`config.mk`:
```
export PLATFORM = sky130hd
export DESIGN_NAME = wraper_output
export DESIGN_NICKNAME = d
export VERILOG_FILES = /design/src/rtl/wraper_output.sv
export SDC_FILE = /design/constraint.sdc
export NUM_CORES = 1
export LEC_CHECK = 0
export BUFFER_PORTS_ARGS = -buffer_cell sky130_fd_sc_hd__buf_2
export CORE_UTILIZATION = 40
export CTS_BUF_LIST = sky130_fd_sc_hd__clkbuf_8
export DETAILED_ROUTE_END_ITERATION = 12
export PLACE_DENSITY = 0.67
export SETUP_SLACK_MARGIN = 0.05
export SLEW_MARGIN = 40
export SYNTH_ARGS = -nofsm -noshare
export SYNTH_HDL_FRONTEND = slang
export SYNTH_SLANG_ARGS = --single-unit
```
`constraint.sdc`:
```
create_clock -name clk -period 1.6 [get_ports clk]
set_input_delay 0.08 -clock clk [delete_from_list [all_inputs] [get_ports clk]]
set_output_delay 0.08 -clock clk [all_outputs]
set_load 0.03 [all_outputs]
```
`src/rtl/wraper_output.sv`:
```
// Output wrapper: captures the core result after its ready low/high cycle and
// serialises it LSB byte first over a four-phase ordy/oack handshake.
module wraper_output #(
  parameter int RES_W = 16
) (
  input  logic             clk,
  input  logic             rst,
  input  logic             start,
  input  logic             ready,
  input  logic [RES_W-1:0] result,
  input  logic             oack,
  output logic [7:0]       bus_out,
  output logic             ordy,
  output logic             obe,
  output logic             err
);

  localparam int NB = RES_W / 8;
  localparam int BW = (NB > 1) ? $clog2(NB) : 1;

  typedef enum logic [2:0] {
    IDLE,
    ARM,
    CALC,
    SEND,
    HOLD
  } state_t;

  state_t           state;
  logic [RES_W-1:0] shreg;
  logic [BW-1:0]    bcnt;

  always_ff @(posedge clk) begin
    if (!rst) begin
      state <= IDLE;
      shreg <= '0;
      bcnt  <= '0;
      err   <= 1'b0;
    end else begin
      // A new start while a result is still pending would lose data.
      if (start && state != IDLE)
        err <= 1'b1;
      case (state)
        IDLE: if (start) state <= ARM;
        ARM:  if (!ready) state <= CALC;
        CALC: begin
          if (ready) begin
            shreg <= result;
            bcnt  <= BW'(NB - 1);
            state <= SEND;
          end
        end
        SEND: if (oack) state <= HOLD;
        HOLD: begin
          if (!oack) begin
            if (bcnt == '0) begin
              state <= IDLE;
              shreg <= '0;
            end else begin
              state <= SEND;
              shreg <= shreg >> 8;
              bcnt  <= bcnt - BW'(1);
            end
          end
        end
        default: state <= IDLE;
      endcase
    end
  end

  assign ordy    = (state == SEND);
  assign obe     = (state == IDLE) || (state == ARM) ||
                   (state == CALC);
  assign bus_out = (state == SEND || state == HOLD) ?
                   shreg[7:0] : 8'h00;

endmodule

```
==> flow_summary.toml, run 1 <==
[final_layout]
n_antenna_cell = 0
drive_gt1_share_pct = 39.9
nets = 190
area_delta_synth_final_pct = 39.2

[floorplanning]
die_h_um = 53.8
die_area_sq_mm = 0.00289
core_area_sq_mm = 0.00250
start_util_pct = 42.9
ios = 32
die_w_um = 53.8
rows = 18

[global_route]
grt_max_degree = 25
met1_usage_pct = 25.8
grtUsageMet3_pct = 2.54
grt_pass1_vias = 856
grtUsageMet2_pct = 29.6
grt_overflow = 0
grt_antenna_before_repair = 0
grt_first_pass_wirelength_mm = 3.92
grtUsageTotal_pct = 19.1
top_usage_layer = "met2"

[outcome]
outcome = "completed"

[placed_design]
dp_hpwl_mm = 1.62
place.gp.congestion = 0.813
port_buffers = 31
post-place-ws_ns = 0.0736

[timing]
period_share_pct = 98.4
hold_viol_final = 0
grt_setup_unrepaired = "true"
timing.setup.tns_ns = 0
skew_ns = 0.00145
hold_ws_ns = 0.0654
layout_min_cycle_time_ns = 1.57
fmax_mhz = 635
drv_slew = 0
slew_headroom_pct = 76.6
layout_setup_ws_ns = 0.0253
tightest_slew_ns = 0.352
finalSetupViolations = 0

[worst_setup_path]
reg2reg_from = "state[2]"
arrival_ns = 1.49
r2r_end = "shreg[15]"
required_ns = 1.52
rr_worst_depth = 5
cp-end-kind = "output port"
crit_fanout = 5
reg2reg_slack_ns = 0.08
crit_type = "register to output port"
critPathLaunchType = "register"

[clocking]
clk_latency_ns = 0.27
clkTransAtPathRegs_ns = 0.08
cts_buffer_depth = 2
cts_sinks = 21
htreeDepth = 1
cts_hold_buffers = 0
root_buffer = "clkbuf_8"
cts_tree = "built"
cts_made_buffers = 3

[synth]
synth_ff_type = "dfxtp_1"
synth_top_area_share_pct = 39.2
yosys.area.top_type = "dfxtp_1"
synth_nets = 150
seq_area_frac_synth_pct = 39.2
ys_seq_elements = 21
synth-async-reset-ratio_pct = 0
synth-edff-count = 0
synth_area_leaders = "dfxtp_1 (39%), nor2b_1 (9.9%), mux2i_1 (8.4%), and2_1 (5.3%), a31oi_1 (4.7%)"
syn_inst = 129
yosysWarningCount = 0
synth_area_sq_mm = 0.00107
syn_area_per_cell_sq_um = 8.31
synth.distinct_cells = 30

[flow_run]
max_cap_violations = 0

[drt]
via_per_inst = 5.16
wl_per_cell_um = 12.7
dr.first_iter.drc_count = 27
drtAntennaViolNets = 0
drc_errors = 0
drtPass1Iterations = 4
vias = 1021
wirelength_mm = 2.52

[power_and_ir_drop]
p_leak_nw = 0.628
power_density_mw_per_mm2 = 777
peakVddDrop_uv = 597

[hold_path]
min_to = "shreg[1]"
hold_path_class = "input port to register"
hp-start = "result[1]"
worstHoldPathCells = 3
==> cell usage in the layout, fill, tap and decap left out <==
master	instances
buf_2	23
dfxtp_1	19
nor2b_1	17
buf_6	11
nand2_1	10
buf_4	9
and2_4	8
mux2i_1	8
nand3_1	8
o21ai_1	8
a31oi_1	8
nor2_1	4
a21oi_1	4
o21ai_0	3
clkbuf_8	3
o21ai_4	2
inv_1	2
nor3_1	2
nand2_2	1
inv_4	1
or3_4	1
or3b_4	1
a2bb2oi_1	1
o22ai_1	1
and2_1	1
nor3b_2	1
nand3b_1	1
a21oi_4	1
mux2i_2	1
o21a_1	1
nand2b_1	1
and3_1	1
nand4_1	1
clkinv_2	1
buf_12	1
dfxtp_2	1
dfxtp_4	1
==> repair_timing <==
| item | CTS | global route |
|---|---|---|
| setup buffers | 4 | 2 |
| pin swaps | 6 | 7 |
| gates cloned | 1 | 0 |
| endpoints found under the setup margin | 8 | 15 |
| resized for setup | 31 | 6 |
| hold endpoints to repair | 0 | 0 |
==> flip-flops by register name, summed over array words and instances, names as in the netlist <==
register,cells
state,3
err,1
bcnt,1
shreg,16
==> critical path, cell delays in order, from the launching register on <==
cell and delay, ns:
dfxtp_4 0.38, inv_4 0.04, or3_4 0.40, o21ai_4 0.11, and2_4 0.18, buf_6 0.12
==> power breakdown <==
part	internal, mW	switching, mW	total, mW
logic	0.112	0.117	0.229
registers	0.553	0.0183	0.571
clock network	0.174	0.186	0.360
==> metrics by stage <==
stage,instances,util [%],area [sq um],power [mW]
global placement,187,51.5,1290,0.775
finish,198,59.7,1490,1.16
floorplan,129,-,1080,0.717
detailed placement,187,51.5,1290,0.781
global route,198,59.7,1490,1.22
CTS,196,58.5,1460,1.16
==> layout make-up <==
| cell class | instances | area [sq um] |
|---|---|---|
| Clock buffer | 3 | 41.3 |
| Clock inverter | 1 | 5.00 |
| Fill cell | 233 | 1010 |
| Inverter | 3 | 13.8 |
| Multi-Input combinational cell | 96 | 643 |
| Sequential cell | 21 | 425 |
| Tap cell | 30 | 37.5 |
| Timing Repair Buffer | 44 | 327 |
==> cell families after synthesis <==
group	after synthesis	share of synthesized area (%)
AO/OA/AOI/OAI	28	16.1
multiplexers	9	8.40
buffers and inverters	13	5.95
flip-flops	21	39.2
AND/OR/NAND/NOR	58	30.3
==> Yosys cell counts, drive strengths merged (2+ instances only) <==
cell and instances:
clkbuf 4, o21ai 12, buf 6, nand3 8, mux2i 9, and2 9
inv 3, a21oi 5, nor2b 17, dfxtp 21, nor2 4, nand2 11
nor3 2, a31oi 8
==> worst max-delay path by stage <==
stage	cells past startpoint	endpoint	startpoint	slack [ns]
5_1_grt	5	bus_out[3]	state[2]	-0.03
2_1_floorplan	6	bus_out[0]	state[2]	0.08
4_1_cts	5	bus_out[1]	state[1]	-0.02
3_5_place_dp	5	shreg[15]	state[2]	0.07
6_report	5	bus_out[1]	state[2]	0.03
3_3_place_gp	5	shreg[14]	state[2]	0.12
==> per-layer routing <==
metal	part of all wire [%]	wire (um)
met1	47	1180
met2	47	1190
met3	3.7	93
met4	2.2	56
met5	0	0
Note: power is estimated with default switching activity, not from simulation.
==> run 2, diff against run 1 <==
--- a/config.mk
+++ b/config.mk
@@ -5,13 +5,14 @@
 export SDC_FILE = /design/constraint.sdc
 export NUM_CORES = 1
 export LEC_CHECK = 0
+export ABC_AREA = 1
 export BUFFER_PORTS_ARGS = -buffer_cell sky130_fd_sc_hd__buf_2
 export CORE_UTILIZATION = 40
 export CTS_BUF_LIST = sky130_fd_sc_hd__clkbuf_8
 export DETAILED_ROUTE_END_ITERATION = 12
-export PLACE_DENSITY = 0.67
+export PLACE_DENSITY = 0.66
 export SETUP_SLACK_MARGIN = 0.05
-export SLEW_MARGIN = 40
+export SLEW_MARGIN = 5
 export SYNTH_ARGS = -nofsm -noshare
 export SYNTH_HDL_FRONTEND = slang
 export SYNTH_SLANG_ARGS = --single-unit
==> run 2 against run 1 <==
Final area is 6.4% lower. First-iteration DRC count increased by 19%. Via count is 12% higher. Area after synthesis grew 7.4%. Routed wire length fell by 3.5%. Sequential power increased by 38%. Global-route usage shrank 2.0 points. Critical endpoint is now bus_out[6].
==> flow_summary.toml, run 2 <==
[timing]
skew_ns = 0.000722
layout_min_cycle_time_ns = 1.43
timing.setup.tns_ns = 0
drv_slew = 0
hold_viol_final = 0
finalSetupViolations = 0
period_share_pct = 89.6
slew_headroom_pct = 65.3
hold_ws_ns = 0.0570
grt_setup_unrepaired = "false"
tightest_slew_ns = 0.518
fmax_mhz = 698

[floorplanning]
die_w_um = 55.6
start_util_pct = 42.1
ios = 32
die_h_um = 55.6
die_area_sq_mm = 0.00310
core_area_sq_mm = 0.00273
rows = 19

[global_route]
grt_first_pass_wirelength_mm = 4.29
grt_overflow = 0
grt_max_degree = 20
grt_antenna_before_repair = 0
grtUsageTotal_pct = 17.1
grt_pass1_vias = 1025

[worst_setup_path]
rr_worst_depth = 6
required_ns = 1.52
arrival_ns = 1.35
reg2reg_from = "state[1]"
cp-end-kind = "output port"
crit_fanout = 8
critPathLaunchType = "register"
reg2reg_slack_ns = 0.22
crit_path_start = "state[1]"
r2r_end = "shreg[4]"
crit_type = "register to output port"
endpoint = "bus_out[6]"

[drt]
wirelength_mm = 2.43
vias = 1141
via_per_inst = 4.83
drc_errors = 0
dr.first_iter.drc_count = 32
wl_per_cell_um = 10.3
drtAntennaViolNets = 0
drtPass1Iterations = 4

[clocking]
cts_tree = "built"
clkTransAtPathRegs_ns = 0.07
root_buffer = "clkbuf_8"
cts_buffer_depth = 2
htreeDepth = 1
cts_hold_buffers = 0
clk_latency_ns = 0.26
cts_sinks = 21
cts_made_buffers = 3

[hold_path]
hold_path_class = "input port to register"
hp-start = "rst"

[synth]
yosysWarningCount = 0
syn_area_per_cell_sq_um = 6.62
synth_ff_type = "dfxtp_1"
yosys.area_share.simple_pct = 38.9
ys_seq_elements = 21
synthMostInstantiatedCell = "nand2_1"
synth-edff-count = 0
synth_top_family_by_area = "simple AND/OR/NAND/NOR gates"
synth_nets = 195
yosys.area.top_type = "dfxtp_1"
synth_compound_area_share_pct = 14.5
synth_area_leaders = "dfxtp_1 (37%), nand2_1 (18%), a21oi_1 (9.1%), nand3b_1 (5.9%), nor2_1 (5.5%)"
seq_area_frac_synth_pct = 36.5
synth_area_sq_mm = 0.00115
synth.distinct_cells = 17
synth-xor-area-share_pct = 0
synth_mux_area_share_pct = 0
synth_fa_ha_area_share_pct = 0
synth-async-reset-ratio_pct = 0
synth_top_area_share_pct = 36.5
syn_inst = 174
synthTopCellsByCount = "nand2_1 (55), a21oi_1 (21), dfxtp_1 (21)"

[power_and_ir_drop]
p_clk_share_pct = 17.3
switching_share_pct = 41.5
combPwrFrac_pct = 42.3
p_switching_uw = 812
internal-power_mw = 1.14
peakVddDrop_uv = 863
p_leak_nw = 0.617
pwr-share-seq_pct = 40.4
power_density_mw_per_mm2 = 1400

[final_layout]
largestRegisters = "shreg: 16 flops, state: 3 flops"
final_common_cell = "nand2_1"
largest_reg_flops = 16
area_delta_synth_final_pct = 21.4
drive_gt1_share_pct = 24.9
top_register = "shreg"
layout.cells.most_common_list = "nand2_1 (55), buf_2 (28), a21oi_1 (21)"
n_antenna_cell = 0
nets = 227

[outcome]
outcome = "completed"

[flow_run]
max_cap_violations = 0

[placed_design]
port_buffers = 31
place.gp.congestion = 0.846
dp_hpwl_mm = 1.79
run 2: metal layers:
metal,vias up,global-route usage [%],share of wire (%)
li1,615,-,-
met1,498,21.9,46
met2,23,28.4,48
met3,5,3.02,4.5
met4,0,7.14,1.4
met5,-,0,0
run 2: metrics by stage:
| stage | setup slack [ns] | instances | area (sq um) | util (%) | total power [mW] |
|---|---|---|---|---|---|
| finish | 0.167 | 236 | 1400 | 51.1 | 1.96 |
| global route | 0.0509 | 236 | 1400 | 51.1 | 2.12 |
| CTS | 0.0614 | 235 | 1370 | 50.2 | 1.94 |
| detailed placement | 0.0643 | 231 | 1320 | 48.2 | 1.60 |
| global placement | 0.126 | 231 | 1320 | 48.2 | 1.58 |
| floorplan | 0.0477 | 174 | 1150 | - | 1.45 |
run 2: cells by family after synthesis:
logic type / Yosys count
and+or+nand+nor: 98
AOI/OAI and AO/OA: 31
buffers and inverters: 24
DFF: 21
run 2: layout make-up:
class / count / area, sq um
repair buffers: 36 / 200
inverters: 15 / 56.3
fillers: 271 / 1340
clock buffers: 3 / 41.3
multi-input cells: 129 / 633
well taps: 31 / 38.8
clock inverters: 1 / 3.75
flip-flops and latches: 21 / 424
run 2: worst min path at each step:
stage,cells after the start,endpoint,slack (ns)
global placement,3,err,0.33
global route,3,state[0],0.06
floorplan,2,state[0],0.20
detailed placement,3,state[0],0.34
CTS,3,state[0],0.06
finish,3,state[0],0.06
run 2: timing repair:
item	4_1_cts	5_1_grt
pin swaps	0	1
gates resized for setup	4	7
buffers inserted	0	1
endpoints found under the setup margin	8	17
run 2: power by group through the flow:
stage          logic [mW]  registers (mW)  clock network, mW
2_1_floorplan       0.711           0.742                  0
3_3_place_gp        0.791           0.785                  0
3_5_place_dp        0.803           0.794                  0
4_1_cts             0.816           0.787              0.337
5_1_grt             0.941           0.811              0.366
6_report            0.828           0.790              0.338
run 2: critical path, stage by stage, from the launching register on:
cell and delay (ns):
dfxtp_2 0.42, nand2_1 0.09, nor2_2 0.20, nor2_4 0.09, nor2_1 0.09, buf_2 0.20
==> run 3, diff against run 2 <==
==> constraint.sdc (replaced) <==
create_clock -name clk -period 1.6 [get_ports clk]
set_input_delay 0 -clock clk [delete_from_list [all_inputs] [get_ports clk]]
set_output_delay 0 -clock clk [all_outputs]
set_load 0.03 [all_outputs]
==> run 3 against run 2 <==
Flip-flop and latch count is the same. Clock power is essentially flat. Die area is the same. Via count shrank 0.44%. First-iteration DRC count grew 31%. Critical path depth grew 1. Non-clock buffer count grew 2. Core utilization grew 0.46 points. Sequential share of layout area shrank 0.27 points. Maximum frequency shrank 0.68%. Combinational power grew 4.2%. Final area grew 0.90%.
==> flow_summary.toml, run 3 (synthesis gave the netlist of run 2 again) <==
[worst_setup_path]
arrival_ns = 1.44
crit_fanout = 19
required_ns = 1.60
crit_type = "register to output port"
critPathLaunchType = "register"
cp-end-kind = "output port"

[timing]
grt_setup_unrepaired = "false"
layout_min_cycle_time_ns = 1.44
fmax_mhz = 693
hold_ws_ns = 0.0640
period_share_pct = 90.2
tightest_slew_ns = 0.516
finalSetupViolations = 0
drv_slew = 0
slew_headroom_pct = 65.4
hold_viol_final = 0
timing.setup.tns_ns = 0
skew_ns = 0.00474

[clocking]
cts_buffer_depth = 2
clk_latency_ns = 0.25
clkTransAtPathRegs_ns = 0.07
cts_tree = "built"
cts_sinks = 21
htreeDepth = 1
cts_made_buffers = 3
root_buffer = "clkbuf_8"

[final_layout]
layout.cells.most_common_list = "nand2_1 (55), buf_2 (31), a21oi_1 (21)"
finish.utilization_pct = 51.6
drive_gt1_share_pct = 24.2
n_antenna_cell = 0
top_register = "shreg"
nets = 229
area_delta_synth_final_pct = 22.5
final_common_cell = "nand2_1"
largestRegisters = "shreg: 16 flops, state: 3 flops"
largest_reg_flops = 16

[floorplanning]
die_w_um = 55.6
die_h_um = 55.6
rows = 19
start_util_pct = 42.1
ios = 32
core_area_sq_mm = 0.00273
die_area_sq_mm = 0.00310

[drt]
drtAntennaViolNets = 0
wl_per_cell_um = 10.8
dr.first_iter.drc_count = 42
wirelength_mm = 2.57
drtPass1Iterations = 4
via_per_inst = 4.77
drc_errors = 0
vias = 1136

[flow_run]
max_cap_violations = 0

[power_and_ir_drop]
power_mw = 1.98
power_density_mw_per_mm2 = 1400
peakVddDrop_uv = 799
p_leak_nw = 0.637

[global_route]
grt_first_pass_wirelength_mm = 4.41
grt_max_degree = 20
grt_pass1_vias = 1013
grt_overflow = 0
grt_antenna_before_repair = 0
grtUsageTotal_pct = 18.0

[hold_path]
hold_path_class = "input port to register"

[placed_design]
place.gp.congestion = 0.860
dp_hpwl_mm = 1.90
port_buffers = 31

[outcome]
outcome = "completed"
## run 3: worst max-delay path: stages (launching register included)
cell	delay (ns)
dfxtp_2	0.36
nor2_4	0.16
nand2_4	0.14
inv_1	0.15
nor2_4	0.07
nor2_1	0.10
buf_2	0.20
## run 3: area by class of cell
class,instances,area [sq um]
Multi-Input combinational cell,129,629
Clock inverter,1,3.75
Tap cell,31,38.8
Clock buffer,3,41.3
Timing Repair Buffer,38,216
Sequential cell,21,424
Inverter,15,56.3
Fill cell,278,1320
## run 3: metrics by stage
step	cells	cell area (sq um)	worst slack, ns
finish	238	1410	0.157
global route	238	1410	0.0530
CTS	238	1400	0.0720
detailed placement	232	1330	0.112
global placement	232	1330	0.169
floorplan	174	1150	0.128
## run 3: metal layers
metal	wire length, um	global-route usage (%)	part of all wire (%)
met5	0	0	0
met4	33	7.50	1.3
met3	59	2.79	2.3
met2	1270	30.5	49
met1	1210	22.6	47
## run 3: repair_timing
action | in CTS | in global routing
setup buffers | 0 | 0
resized for setup | 3 | 5
endpoints found under the hold margin | 3 | 0
endpoints found under the setup margin | 8 | 16
hold buffers | 2 | 0
pin swaps | 0 | 0
## run 3: worst paths after layout
path | cells after the start | endpoint | from | slack [ns]
worst max-delay path | 6 | bus_out[6] | state[0] | 0.16
worst min register to register | 2 | shreg[3] | shreg[3] | 0.46
worst min-delay path | 3 | state[2] | oack | 0.06
worst max register to register | 6 | shreg[1] | state[0] | 0.19
## run 3: report_power, final
part           internal (mW)  switching (mW)
Sequential             0.661           0.117
Combinational          0.332           0.531
Clock                  0.171           0.165
